**src/rtl/vip_feeder_if.sv**
```systemverilog
// Handshake/data bundle between the upstream pair source, the feeder and the
// dot-product stage.
//   src_valid/src_ready/src_v1/src_v2 : upstream pair push channel
//   in_valid/vector_1/vector_2        : burst beats to the dot-product stage
//   vip_out_valid                     : result strobe from the dot-product stage
//   timeout                           : one-cycle pulse, result not received in time
//   fifo_count                        : pairs currently stored
// slave modport is taken by the feeder; master by whatever drives it.
interface vip_feeder_if #(
  parameter int FLOAT_LEN = 32,
  parameter int DEPTH     = 8
);
  logic                   src_valid;
  logic                   src_ready;
  logic [FLOAT_LEN-1:0]   src_v1;
  logic [FLOAT_LEN-1:0]   src_v2;
  logic                   in_valid;
  logic [FLOAT_LEN-1:0]   vector_1;
  logic [FLOAT_LEN-1:0]   vector_2;
  logic                   vip_out_valid;
  logic                   timeout;
  logic [$clog2(DEPTH):0] fifo_count;

  modport slave (
    input  src_valid, src_v1, src_v2, vip_out_valid,
    output src_ready, in_valid, vector_1, vector_2, timeout, fifo_count
  );

  modport master (
    output src_valid, src_v1, src_v2, vip_out_valid,
    input  src_ready, in_valid, vector_1, vector_2, timeout, fifo_count
  );
endinterface

```
**src/rtl/vip_feeder.sv**
```systemverilog
// Buffers {v1,v2} float pairs in a FIFO and forwards them to a dot-product
// stage in fixed-length bursts, then waits (bounded) for the result strobe.
//   clk   : single rising-edge clock
//   rst_n : synchronous active-low reset
//   bus   : vip_feeder_if.slave (push channel, burst channel, result/timeout, count)
module vip_feeder #(
  parameter int FLOAT_LEN = 32,
  parameter int DEPTH     = 8,
  parameter int BURST_LEN = 3,
  parameter int WAIT_MAX  = 15
) (
  input  logic          clk,
  input  logic          rst_n,
  vip_feeder_if.slave   bus
);
  localparam int AW = (DEPTH > 1) ? $clog2(DEPTH) : 1;
  localparam int CW = $clog2(DEPTH) + 1;
  localparam int BW = $clog2(BURST_LEN + 1);
  localparam int TW = $clog2(WAIT_MAX + 1);
  localparam int PW = 2 * FLOAT_LEN;

  localparam logic [CW-1:0] DEPTH_C = CW'(DEPTH);
  localparam logic [CW-1:0] BURST_C = CW'(BURST_LEN);
  localparam logic [BW-1:0] BURST_B = BW'(BURST_LEN);
  localparam logic [TW-1:0] TIMER_LAST = TW'(WAIT_MAX - 1);

  typedef enum logic [1:0] {IDLE, SEND, WAIT} state_t;

  state_t                state_q, state_d;
  logic [PW-1:0]         mem_q [DEPTH];
  logic [PW-1:0]         mem_d [DEPTH];
  logic [AW-1:0]         wr_ptr_q, wr_ptr_d;
  logic [AW-1:0]         rd_ptr_q, rd_ptr_d;
  logic [CW-1:0]         count_q, count_d;
  logic [BW-1:0]         beat_q, beat_d;
  logic [TW-1:0]         timer_q, timer_d;
  logic                  in_valid_q, in_valid_d;
  logic [FLOAT_LEN-1:0]  vec1_q, vec1_d;
  logic [FLOAT_LEN-1:0]  vec2_q, vec2_d;
  logic                  timeout_q, timeout_d;

  logic                  push;
  logic                  pop;
  logic [PW-1:0]         head;

  // Full check uses the registered count only: a same-cycle pop never frees a slot.
  assign push = bus.src_valid && (count_q != DEPTH_C);
  assign head = mem_q[rd_ptr_q];

  // Burst/wait control. SEND never checks occupancy: entry needs BURST_LEN
  // pairs and pushes can only add to that.
  always_comb begin
    state_d    = state_q;
    pop        = 1'b0;
    in_valid_d = 1'b0;
    vec1_d     = '0;
    vec2_d     = '0;
    timeout_d  = 1'b0;
    beat_d     = beat_q;
    timer_d    = timer_q;
    case (state_q)
      IDLE: begin
        if (count_q >= BURST_C) begin
          pop              = 1'b1;
          in_valid_d       = 1'b1;
          {vec1_d, vec2_d} = head;
          beat_d           = BW'(1);
          state_d          = SEND;
        end
      end
      SEND: begin
        if (beat_q < BURST_B) begin
          pop              = 1'b1;
          in_valid_d       = 1'b1;
          {vec1_d, vec2_d} = head;
          beat_d           = beat_q + BW'(1);
        end else begin
          beat_d  = '0;
          timer_d = '0;
          state_d = WAIT;
        end
      end
      WAIT: begin
        // A result strobe on the expiry cycle wins over the timeout.
        if (bus.vip_out_valid) begin
          state_d = IDLE;
        end else if (timer_q == TIMER_LAST) begin
          timeout_d = 1'b1;
          state_d   = IDLE;
        end else begin
          timer_d = timer_q + TW'(1);
        end
      end
      default: state_d = IDLE;
    endcase
  end

  always_comb begin
    mem_d    = mem_q;
    wr_ptr_d = wr_ptr_q;
    rd_ptr_d = rd_ptr_q;
    if (push) begin
      mem_d[wr_ptr_q] = {bus.src_v1, bus.src_v2};
      wr_ptr_d        = wr_ptr_q + AW'(1);
    end
    if (pop) begin
      rd_ptr_d = rd_ptr_q + AW'(1);
    end
    count_d = count_q + CW'(push) - CW'(pop);
  end

  always_ff @(posedge clk) begin
    if (!rst_n) begin
      state_q    <= IDLE;
      mem_q      <= '{default: '0};
      wr_ptr_q   <= '0;
      rd_ptr_q   <= '0;
      count_q    <= '0;
      beat_q     <= '0;
      timer_q    <= '0;
      in_valid_q <= 1'b0;
      vec1_q     <= '0;
      vec2_q     <= '0;
      timeout_q  <= 1'b0;
    end else begin
      state_q    <= state_d;
      mem_q      <= mem_d;
      wr_ptr_q   <= wr_ptr_d;
      rd_ptr_q   <= rd_ptr_d;
      count_q    <= count_d;
      beat_q     <= beat_d;
      timer_q    <= timer_d;
      in_valid_q <= in_valid_d;
      vec1_q     <= vec1_d;
      vec2_q     <= vec2_d;
      timeout_q  <= timeout_d;
    end
  end

  assign bus.src_ready  = (count_q != DEPTH_C);
  assign bus.in_valid   = in_valid_q;
  assign bus.vector_1   = vec1_q;
  assign bus.vector_2   = vec2_q;
  assign bus.timeout    = timeout_q;
  assign bus.fifo_count = count_q;
endmodule

```
**src/flat_wrapper.sv**
```systemverilog
// flat-port wrapper written by rule: the top's interface ports become plain ports
module vip_feeder_flat 
#(
  parameter int FLOAT_LEN = 32,
  parameter int DEPTH     = 8,
  parameter int BURST_LEN = 3,
  parameter int WAIT_MAX  = 15
)
  (clk, rst_n, bus_src_valid, bus_src_v1, bus_src_v2, bus_vip_out_valid, bus_src_ready, bus_in_valid, bus_vector_1, bus_vector_2, bus_timeout, bus_fifo_count);
  vip_feeder_if #(.FLOAT_LEN(FLOAT_LEN), .DEPTH(DEPTH)) bus_i ();
  input  logic clk;
  input  logic rst_n;
  input wire logic [$bits(bus_i.src_valid)-1:0] bus_src_valid;
  input wire logic [$bits(bus_i.src_v1)-1:0] bus_src_v1;
  input wire logic [$bits(bus_i.src_v2)-1:0] bus_src_v2;
  input wire logic [$bits(bus_i.vip_out_valid)-1:0] bus_vip_out_valid;
  output wire logic [$bits(bus_i.src_ready)-1:0] bus_src_ready;
  output wire logic [$bits(bus_i.in_valid)-1:0] bus_in_valid;
  output wire logic [$bits(bus_i.vector_1)-1:0] bus_vector_1;
  output wire logic [$bits(bus_i.vector_2)-1:0] bus_vector_2;
  output wire logic [$bits(bus_i.timeout)-1:0] bus_timeout;
  output wire logic [$bits(bus_i.fifo_count)-1:0] bus_fifo_count;
  assign bus_i.src_valid = bus_src_valid;
  assign bus_i.src_v1 = bus_src_v1;
  assign bus_i.src_v2 = bus_src_v2;
  assign bus_i.vip_out_valid = bus_vip_out_valid;
  assign bus_src_ready = bus_i.src_ready;
  assign bus_in_valid = bus_i.in_valid;
  assign bus_vector_1 = bus_i.vector_1;
  assign bus_vector_2 = bus_i.vector_2;
  assign bus_timeout = bus_i.timeout;
  assign bus_fifo_count = bus_i.fifo_count;
  vip_feeder #(.FLOAT_LEN(FLOAT_LEN), .DEPTH(DEPTH), .BURST_LEN(BURST_LEN), .WAIT_MAX(WAIT_MAX)) u_core (.clk(clk), .rst_n(rst_n), .bus(bus_i));
endmodule
```
**config.mk**
```make
export PLATFORM = sky130hd
export DESIGN_NAME = vip_feeder_flat
export DESIGN_NICKNAME = d
export VERILOG_FILES = /design/src/rtl/vip_feeder_if.sv /design/src/rtl/vip_feeder.sv /design/src/flat_wrapper.sv
export SDC_FILE = /design/constraint.sdc
export NUM_CORES = 1
export LEC_CHECK = 0
export CORE_ASPECT_RATIO = 1.75
export CORE_MARGIN = 2
export CORE_UTILIZATION = 45
export CTS_CLUSTER_DIAMETER = 80
export DETAILED_ROUTE_END_ITERATION = 8
export PLACE_DENSITY = 0.65
export SLEW_MARGIN = 20
export SYNTH_ARGS = -nofsm -noshare
export SYNTH_HDL_FRONTEND = slang
export SYNTH_SLANG_ARGS = --single-unit
```
**constraint.sdc**
```tcl
create_clock -name clk -period 2.6 [get_ports clk]
set_input_delay 0.52 -clock clk [delete_from_list [all_inputs] [get_ports clk]]
set_output_delay 0.52 -clock clk [all_outputs]
set_load 0.01 [all_outputs]
```
=== Word level (Yosys, flattened, before mapping) ===
Index checks and enable logic that the tools add are counted.

* Reductions and logical operators: 9
* Bitwise gates (word level): 4
* Eq/ne operators: 9
* Magnitude comparators: 5
* Muxes and demuxes: 27
* Add/sub/neg operators: 6

{| class="wikitable"
|+ Operators by type and width
! cell !! count
|-
| $bwmux W512 || 1
|-
| $bmux W64 S3 || 1
|-
| $demux W64 S3 || 1
|-
| $mux W64 || 3
|-
| $mux W32 || 4
|-
| $pmux W32 S2 || 2
|-
| $mux W4 || 3
|-
| $mux W2 || 5
|-
| $ge A4 B4 Y1 const B || 2
|-
| $not A3 Y4 || 2
|-
| $pmux W4 S2 || 1
|-
| $add A3 B1 Y3 const B || 2
|-
| $ne A2 B2 Y1 const B || 3
|-
| $pmux W2 S3 || 1
|-
| $add A4 B1 Y4 || 1
|-
| $add A4 B1 Y4 const B || 1
|-
| $eq A4 B4 Y1 const B || 1
|-
| $ge A4 B2 Y1 const B || 1
|-
| $lt A4 B1 Y1 const B || 1
|-
| $ne A4 B4 Y1 const B || 1
|-
| $pmux W2 S2 || 1
|-
| $reduce_and A4 Y1 || 1
|-
| $reduce_bool A2 Y1 || 2
|-
| $sub A4 B1 Y4 || 1
|-
| 14 further kinds || 18
|}

* Register bits: 596

=== Logic depth before layout (Yosys ltp) ===
Gate-level depths: netlist of run 1.

* Word-level depth: 6
* Gate-level depth with buffers: 13
* Depth with buffers taken out: 12

=== Worst setup path before layout of run 1 ===
OpenSTA, ideal clock, no wires.

* Kind: register to register
* Start point: reg u_core.count_q[2], in the netlist u_core.bus.fifo_count[2]
* End point: reg u_core.count_q[2], in the netlist u_core.bus.fifo_count[2]
* Stages on the path, launching flop included: 14
* Data arrival time: 2297 ps
* Period minus slack after synthesis: 2425 ps
* Slack: 175 ps
* Setup time: 128 ps
* Cell sequence: dfxtp_1 > inv_1 > ha_1 > nor2b_1 > a21o_1 > buf_2 > inv_1 > ha_1 > inv_1 > ha_1 > inv_1 > fa_1 > xor2_1 > nor2_1

* Longest elaborated chain between the ends: 4
* Elaborated cells on any way between the ends: 7

{| class="wikitable"
|+ Ends and longest elaborated chain
! item !! RTL line !! RTL
|-
| start: declaration || vip_feeder.sv:34 || <nowiki>logic [CW-1:0] count_q, count_d;</nowiki>
|-
| start signal: assignment || vip_feeder.sv:130 || <nowiki>count_q <= count_d;</nowiki>
|-
| $ge A4 B2 Y1 || vip_feeder.sv:63 || <nowiki>if (count_q >= BURST_C) begin</nowiki>
|-
| $mux W1 || n/a ||
|-
| $pmux W1 S2 || n/a ||
|-
| named net u_core.in_valid_d || vip_feeder.sv:37 || <nowiki>logic in_valid_q, in_valid_d;</nowiki>
|-
| $sub A4 B1 Y4 || vip_feeder.sv:109 || <nowiki>count_d = count_q + CW'(push) - CW'(pop);</nowiki>
|}

The timed path passes the listed nets, and every way through them passes these cells.
A chain may end at the register's enable or synchronous reset.

=== Final worst setup path of run 1 ===
* Start point: reg u_core.count_q[2], in the netlist u_core.bus.fifo_count[2]
* End point: out bus_src_ready

* Longest elaborated chain between the ends: 1

{| class="wikitable"
|+ Ends and longest elaborated chain
! item !! RTL line !! RTL
|-
| $ne A4 B4 Y1 || vip_feeder.sv:140 || <nowiki>assign bus.src_ready = (count_q != DEPTH_C);</nowiki>
|-
| end: declaration || flat_wrapper.sv:17 || <nowiki>output wire logic [$bits(bus_i.src_ready)-1:0] bus_src_ready;</nowiki>
|}

Every way passes these cells.

==> impl.org, run 1 <==
** Setup path
- Cell chain of the critical path :: inv_1, ha_1, nor3b_4, buf_12, inv_8, dlygate4sd2_1
- Critical path class :: flip-flop to output pin
- The kind of cell with the highest combined delay along the critical path is buffers and inverters.
- R2r startpoint :: u_core.bus.fifo_count[2]
- Worst setup path startpoint :: u_core.bus.fifo_count[2]
- STA puts the critical path data arrival time at 2.01 ns.
- Sort of element at the end of the critical path :: output pin
- For this design, the slowest cell found on the critical path is sky130_fd_sc_hd__dlygate4sd2_1.
- Largest fanout of any net on the critical path :: 4
- In this run the register-to-register setup slack is 0.18 ns.
- The worst setup path is launched from a flip-flop.
- CP max stage delay :: 0.37 ns
- Destination of the worst register-to-register timing path :: u_core.mem_q[42]
- Number of cell instances on the worst register-to-register path :: 7
- Crit path buffers/inverters :: 4
- STA puts the critical path data required time at 2.08 ns.

** Global route
- Summed over all layers, the global routing overflow is 0.
- Number of antenna violations at the first check in global routing :: 7
- Entering global routing, the biggest net connects 272 pins.
- Via count of the first global-routing pass :: 22872
- Total Routing Usage GR :: 26.5%
- First-pass GRT wire length :: 128000 um

** Final layout
- The finished layout holds 3605 standard cells, fillers aside.
- In the final design database the tool counted 2868 nets.
- Summing all multi-input logic gate instances after layout gives 12400 um2.
- Registers take 11900 um2.
- Fraction of layout instances using a drive strength above 1 :: 11.5%
- Leading cell types in the layout, fill and taps excluded :: 593 x sky130_fd_sc_hd__dfxtp_1, 519 x sky130_fd_sc_hd__nand3_1, 518 x sky130_fd_sc_hd__a21oi_1, 441 x sky130_fd_sc_hd__o21ai_0, 137 x sky130_fd_sc_hd__clkdlybuf4s50_1
- Post-route cell area :: 29800 um2
- The filler cells instantiated in the layout total 5261.
- Leaving out fill and tap cells, the most frequent cell in the layout is sky130_fd_sc_hd__dfxtp_1.
- Area growth syn-to-layout :: 13.5%

** Yosys
- Biggest area contributors in the synthesized netlist :: sky130_fd_sc_hd__dfxtp_1 45%, sky130_fd_sc_hd__mux4_2 11%, sky130_fd_sc_hd__nand3_1 9.9%
- Ys Warns :: 0
- Cell taking the most area after synthesis :: sky130_fd_sc_hd__dfxtp_1
- The share of the Yosys chip area taken by registers is 45.4%.
- Synth top area share :: 45.4%
- Synthesis produced a netlist whose cell count is 2904.
- Number of distinct standard cells referenced by the synthesized netlist :: 51
- The synthesized design contains 0 enable-type register cells.
- The synthesized design contains 596 register bits.
- After synthesis the cells add up to 26300 um2.
- Fraction of synthesis flops using an asynchronous set or reset pin :: 0%
- Most common flop cell mapped by yosys :: sky130_fd_sc_hd__dfxtp_1
- Counting every net in the synthesized netlist gives 2985.
- Average instance area after synthesis :: 9.06 um2

** Clocking
- The clock tree synthesis step divided the H-tree into 2 levels.
- Number of clock sinks seen by CTS :: 596
- Bufs on Longest Clock Path :: 3
- CTS placed an instance of sky130_fd_sc_hd__clkbuf_16 at the clock tree root.
- Clock tree from TritonCTS :: yes
- Counting the buffers created by CTS gives 53.
- The clock reaches the later pin of the worst-skew pair after 0.60 ns.
- CTS hold repair buffers :: 0
- Clock slew seen by the registers of the worst setup and hold paths :: 0.06 ns

** Timing
- Minimum clock period after layout :: 2.53 ns
- Headroom to the max-slew limit came out at 26.5%.
- Number of hold violations in the final report :: 0
- Across the routed clock network, the largest skew measured is 0.0186 ns.
- The max-slew violation total from the final report was 0.
- Summed over all failing endpoints, the final setup total negative slack is 0 ns.
- Peak Freq :: 395 MHz
- For the pin with the worst max-slew slack, the measured transition is 1.10 ns.
- Setup Viol. Count Final :: 0
- Setup repair after global routing left no endpoint under its margin.
- Fin crit share :: 97.3%

** Floorplanning
- Boundary Pins :: 139
- From left edge to right edge, the die measures 187 um.
- The floorplan step defined a die boundary enclosing 60500 um2.
- In this run the standard cell core region covers 58000 um2.
- Chip height :: 324 um
- Initial Util :: 45.4%
- Site Rows :: 117

** Drt
- In this run the remaining antenna-violating nets after routing total 0.
- After the first detailed-routing iteration, the DRC count stood at 2753.
- The routed design has 82700 um of wire.
- After detailed routing, the number of remaining DRC violations is 0.
- The first TritonRoute pass finished after 6 iterations.
- Dividing the detail-routed via count by the number of cells gives 6.40.
- After detailed routing, the average wire length per cell comes to 22.9 um.
- The detailed router placed 23089 vias in this run.

** Placed design
- Counting tap cells, the placed design contains a total of 3505 instances.
- Area after DPL :: 28100 um2
- HPWL Detailed :: 46400 um
- Count of input and output buffers :: 138
- Final GP Congestion :: 0.782

** Hold path
- The tightest min-delay check is of the flip-flop to flip-flop type.
- Hold EP :: u_core.mem_q[99]
- In this run the most critical hold path is launched from u_core.mem_q[99].
- Min-Delay Path Depth :: 2

** Run status
- The flow ran to the end, and the final reports show no timing, DRC or antenna violations.

** Pwr
- Dividing total power by cell area gives a power density of 816 nW/um2.
- IR analysis of the VDD net gives a maximum drop of 0.000779 V.
- For this design the static power due to leakage is 9.27 nW.

** Run
- Across the run, the number of max-cap violations was 0.
metrics by stage:
stage          utilization [%]  hold slack [ns]  worst slack, ns  total power [mW]
3_5_place_dp              48.4            0.463           0.0939              16.5
4_1_cts                   51.4            0.472           0.0527              24.4
3_3_place_gp              48.4            0.457            0.115              16.4
6_report                  51.5            0.472           0.0700              24.4
2_1_floorplan                -            0.451            0.175              14.7
5_1_grt                   51.5            0.486          0.00249              25.3
tightest hold or removal path: cells and delay by family (launching register included):
family             cells  cell delay [ns]
AOI/OAI and AO/OA      2             0.12
DFF                    1             0.30
Yosys cell counts (all sizes together), types with 2 or more instances:
cell / number
ha: 12
a21oi: 518
nand2: 11
dfxtp: 596
and4bb: 3
nor3b: 2
a21o: 3
nand4b: 4
nand4bb: 3
or4b: 2
nand3: 519
buf: 190
nand3b: 2
nor2b: 2
clkbuf: 213
inv: 13
mux4: 128
nor2: 7
nor3: 66
mux2i: 71
nand2b: 4
and4b: 3
o21ai: 515
logic make-up (layout without fill, tap and decap cells):
logic type / after synthesis / after routing / share of synthesized area, %
buffers and inverters: 416 / 337 / 7.70
AND/OR/NAND/NOR: 635 / 635 / 12.6
flip-flops: 596 / 596 / 45.4
multiplexers: 199 / 199 / 13.7
XOR/XNOR: 1 / 1 / 0.0333
AO/OA/AOI/OAI: 1044 / 1044 / 20.0
other: 0 / 7 / 0
adder cells (fa/ha/maj): 13 / 13 / 0.647
metal layers:
metal  track usage (%)  vias up  share of wire, %
met5                 0        -                 0
li1                  -    10327                 -
met1              29.9    11307                36
met3              2.96      263               6.9
met4              17.3        0               5.9
met2              47.5     1192                51
worst max-delay path by stage:
stage                          endpoint  slack, ns  cells after the start
2_1_floorplan  u_core.bus.fifo_count[2]       0.18                     13
4_1_cts                   bus_src_ready       0.05                      6
3_3_place_gp          u_core.mem_q[464]       0.11                      5
5_1_grt        u_core.bus.fifo_count[2]      0.002                     12
6_report                  bus_src_ready       0.07                      6
3_5_place_dp          u_core.mem_q[461]       0.09                      5
power by group:
part | switching, mW | total [mW] | internal, mW
registers | 0.350 | 9.93 | 9.58
clock network | 3.47 | 7.98 | 4.52
logic | 4.18 | 6.46 | 2.28
layout make-up:
cell class / count / area share [%]
clock inverters: 10 / 0.356
multi-input cells: 1892 / 41.7
well taps: 773 / 3.24
clock buffers: 83 / 5.50
diodes: 7 / 0.0587
repair buffers: 231 / 8.93
flip-flops and latches: 596 / 40.0
inverters: 13 / 0.214
state kept, by name (all words and copies together) (netlist names):
register and count:
u_core.bus.timeout 1, u_core.bus.vector_2 32, u_core.rd_ptr_q 3, u_core.bus.vector_1 32, u_core.timer_q 4, u_core.beat_q 2, u_core.wr_ptr_q 3, u_core.mem_q 512
u_core.bus.in_valid 1, u_core.state_q 2, u_core.bus.fifo_count 4
timing repair:
| action | in CTS | in global routing |
|---|---|---|
| setup endpoints to repair | 1 | 2 |
| pin swaps | 0 | 0 |
| buffers inserted | 0 | 0 |
| hold endpoints to repair | 0 | 0 |
| cloned | 0 | 0 |
| gates resized for setup | 1 | 2 |
No activity file was read; power rests on OpenSTA's default activity.
==> run 2, diff against run 1 <==
Settings changed: CTS_CLUSTER_SIZE set to 12.
==> run 2 against run 1 <==
Sequential cell count stayed put; clock skew decreased by 0.0032 ns; critical path type unchanged; wire length hardly changed; sequential share of layout area rose by 0.39 points; power decreased by 3.0%; die area is the same; sequential power barely moved; cell area down 0.97%; core utilization down 0.50 points; register-to-register slack worse by 0.02 ns; setup slack better by 0.017 ns.
==> impl.org, run 2 (synthesized netlist as in run 1, its figures left out) <==
** Global route
- GR Overflow Total :: 0 (unchanged)
- Total Routing Usage GR :: 26.6% (+0.068 points)
- The pin count of the biggest net entering global routing is 272 (unchanged).
- Number of antenna violations at the first check in global routing :: 8 (+1)
- The global-route wire length before repair came to 128000 um (+0.13%).
- The via count of the first global-routing pass is 22786 (-0.38%).

** Placed design
- The post-detailed-placement cell area came to 28100 um2 (unchanged).
- Count of input and output buffers :: 138 (unchanged)
- The placer's final routability congestion estimate is 0.782 (unchanged).
- The placement-stage worst setup slack was 0.0939 ns (unchanged).
- The placed wire-length estimate after detailed placement is 46400 um (unchanged).

** Final layout
- Area occupied by multi-input gates :: 12400 um2 (unchanged)
- Leaving out fill and tap cells, the most frequent cell in the layout is sky130_fd_sc_hd__dfxtp_1.
- Leading cell types in the layout, fill and taps excluded :: 593 x sky130_fd_sc_hd__dfxtp_1, 519 x sky130_fd_sc_hd__nand3_1, 518 x sky130_fd_sc_hd__a21oi_1, 441 x sky130_fd_sc_hd__o21ai_0, 137 x sky130_fd_sc_hd__clkdlybuf4s50_1
- Total Nets Final :: 2870 (+0.070%)
- Fraction of layout instances using a drive strength above 1 :: 10.9% (-0.62 points)
- The register with the most flip-flops in the final layout is u_core.mem_q.
- The final cell area excluding filler cells is 29600 um2 (-0.97%).
- The area taken by flip-flops and latches is 11900 um2 (unchanged).
- Area growth syn-to-layout :: 12.4%
- Final-layout fill cell count :: 5294 (+0.63%)
- The flip-flop count of the largest register, all copies and words added came to 512 (unchanged).

** Floorplanning
- Placeable core region :: 58000 um2 (unchanged)
- The width of the chip is 187 um (unchanged).
- The die outline area came to 60500 um2 (unchanged).
- The die outline height is 324 um (unchanged).
- Initial Util :: 45.4% (unchanged)
- Boundary Pins :: 139 (unchanged)
- Site Rows :: 117 (unchanged)

** Clocking
- The worst-case clock buffer depth came to 3 (unchanged).
- Number of clock sinks seen by CTS :: 596 (unchanged)
- Clock slew seen by the registers of the worst setup and hold paths :: 0.07 ns (about the same)
- Buffer count from post-CTS setup fixing :: 0 (unchanged)
- The clock buffer count from CTS came to 55 (+3.8%).
- Clock latency of the later-clocked register in the worst-skew pair :: 0.61 ns (about the same)
- The number of buffers added to fix hold violations after cts came to 0 (unchanged).
- Number of H-tree levels :: 2 (unchanged)
- Clock tree from TritonCTS :: yes
- The tree is rooted in a sky130_fd_sc_hd__clkbuf_16.

** Pwr
- Pwr/cell area :: 800 nW/um2 (-2.0%)
- Static leakage :: 9.13 nW (-1.6%)
- The highest ir drop seen on vdd came to 0.000794 V (+1.9%).

** Drt
- The average wire per standard cell was 23.2 um (+0.92%).
- The total length of routed wires was 82800 um (about the same).
- Starting DRC count in detailed routing :: 2907 (+5.6%)
- Number of iterations in the first detailed-routing pass :: 6 (unchanged)
- Antenna-violating nets left :: 0 (unchanged)
- Mean number of vias per cell :: 6.41 (+0.16%)
- Via count of the routed design :: 22926 (-0.71%)
- DRC violation count after routing :: 0 (unchanged)

** Setup path
- R2r startpoint :: u_core.bus.fifo_count[2]
- STA classifies the critical path startpoint as a flip-flop.
- The endpoint identified for the worst register-to-register timing path is u_core.mem_q[417].
- The worst setup path is captured at an output pin.
- Largest fanout of any net on the critical path :: 4 (unchanged)
- The required time of the critical path was 2.08 ns (about the same).
- The setup slack on the worst flop-to-flop path is 0.16 ns (-0.02 ns).
- The arrival time at the worst endpoint was 1.99 ns (-0.02 ns).
- The worst-case reg-to-reg path depth came to 7 (unchanged).
- By startpoint and endpoint, the worst setup path is classified as flip-flop to output pin.

** Hold path
- Min-Delay Startpoint :: u_core.mem_q[44]
- Hold EP :: u_core.mem_q[44]
- Min-Delay Path Depth :: 2 (unchanged)
- Class of the most critical hold timing path :: flip-flop to flip-flop

** Timing
- The worst clock skew is 0.0154 ns (-0.00316 ns).
- Max-Slew Margin vs Limit :: 22.8% (-3.7 points)
- The count of endpoints failing hold in the final timing report came to 0 (unchanged).
- Unrepaired setup endpoints after global routing :: no
- The maximum operating frequency came to 398 MHz (+0.67%).
- Slew at the pin with the worst max-slew slack :: 1.16 ns (+0.0552 ns)
- Final TNS setup :: 0 ns (unchanged)
- Setup Viol. Count Final :: 0 (unchanged)
- Minimum clock period after layout :: 2.51 ns (-0.0168 ns)
- Fin crit share :: 96.7% (-0.65 points)
- Slack of the critical path :: 0.0868 ns (+0.0168 ns)
- Final count of pins violating max slew :: 0 (unchanged)

** Run
- The max capacitance violation total is 0 (unchanged).

** Run status
- Run status :: finished clean
-- run 2: final cells by class --
| class | instances | share of cell area, % |
|---|---|---|
| Inverter | 13 | 0.216 |
| Tap cell | 773 | 3.27 |
| Clock inverter | 3 | 0.186 |
| Antenna cell | 9 | 0.0762 |
| Multi-Input combinational cell | 1892 | 42.1 |
| Timing Repair Buffer | 231 | 8.99 |
| Sequential cell | 596 | 40.4 |
| Clock buffer | 57 | 4.75 |
-- run 2: repair_timing --
item,in CTS,in global routing
pin swaps,0,0
setup endpoints to repair,1,2
gates resized for setup,1,2
-- run 2: worst max path at each step --
stage	startpoint	end	slack [ns]	cells past startpoint
2_1_floorplan	u_core.bus.fifo_count[2]	u_core.bus.fifo_count[2]	0.18	13
3_3_place_gp	bus_src_valid	u_core.mem_q[464]	0.11	5
3_5_place_dp	bus_src_valid	u_core.mem_q[461]	0.09	5
4_1_cts	u_core.bus.fifo_count[2]	bus_src_ready	0.04	6
5_1_grt	u_core.bus.fifo_count[2]	u_core.bus.fifo_count[2]	0.007	12
6_report	u_core.bus.fifo_count[2]	bus_src_ready	0.09	6
-- run 2: through the flow --
stage,hold WS [ns],std cells,utilization [%],power [mW]
after floorplan,0.451,2904,-,14.7
after global placement,0.457,3505,48.4,16.4
after detailed placement,0.463,3505,48.4,16.5
after CTS,0.471,3565,50.9,23.7
after global routing,0.485,3573,51.0,24.6
final,0.473,3574,51.0,23.6
-- run 2: report_power, final --
group / leakage [nW] / switching [mW] / internal (mW) / total, mW
clock: 0.717 / 3.38 / 3.88 / 7.26
combinational: 3.59 / 4.18 / 2.28 / 6.45
sequential: 4.82 / 0.348 / 9.58 / 9.93
-- run 2: critical path, cell delays in order, from the launching register on --
cell and delay [ns]:
sky130_fd_sc_hd__dfxtp_1 0.34, sky130_fd_sc_hd__inv_1 0.10, sky130_fd_sc_hd__ha_1 0.22, sky130_fd_sc_hd__nor3b_4 0.16, sky130_fd_sc_hd__buf_12 0.16, sky130_fd_sc_hd__inv_8 0.07
sky130_fd_sc_hd__clkdlybuf4s15_1 0.34
-- run 2: per-layer routing --
layer	share of wire, %	track usage, %	vias up
li1	-	-	10302
met1	36	30.0	11246
met2	51	47.7	1114
met3	6.7	3.27	264
met4	5.8	16.7	0
met5	0	0	-
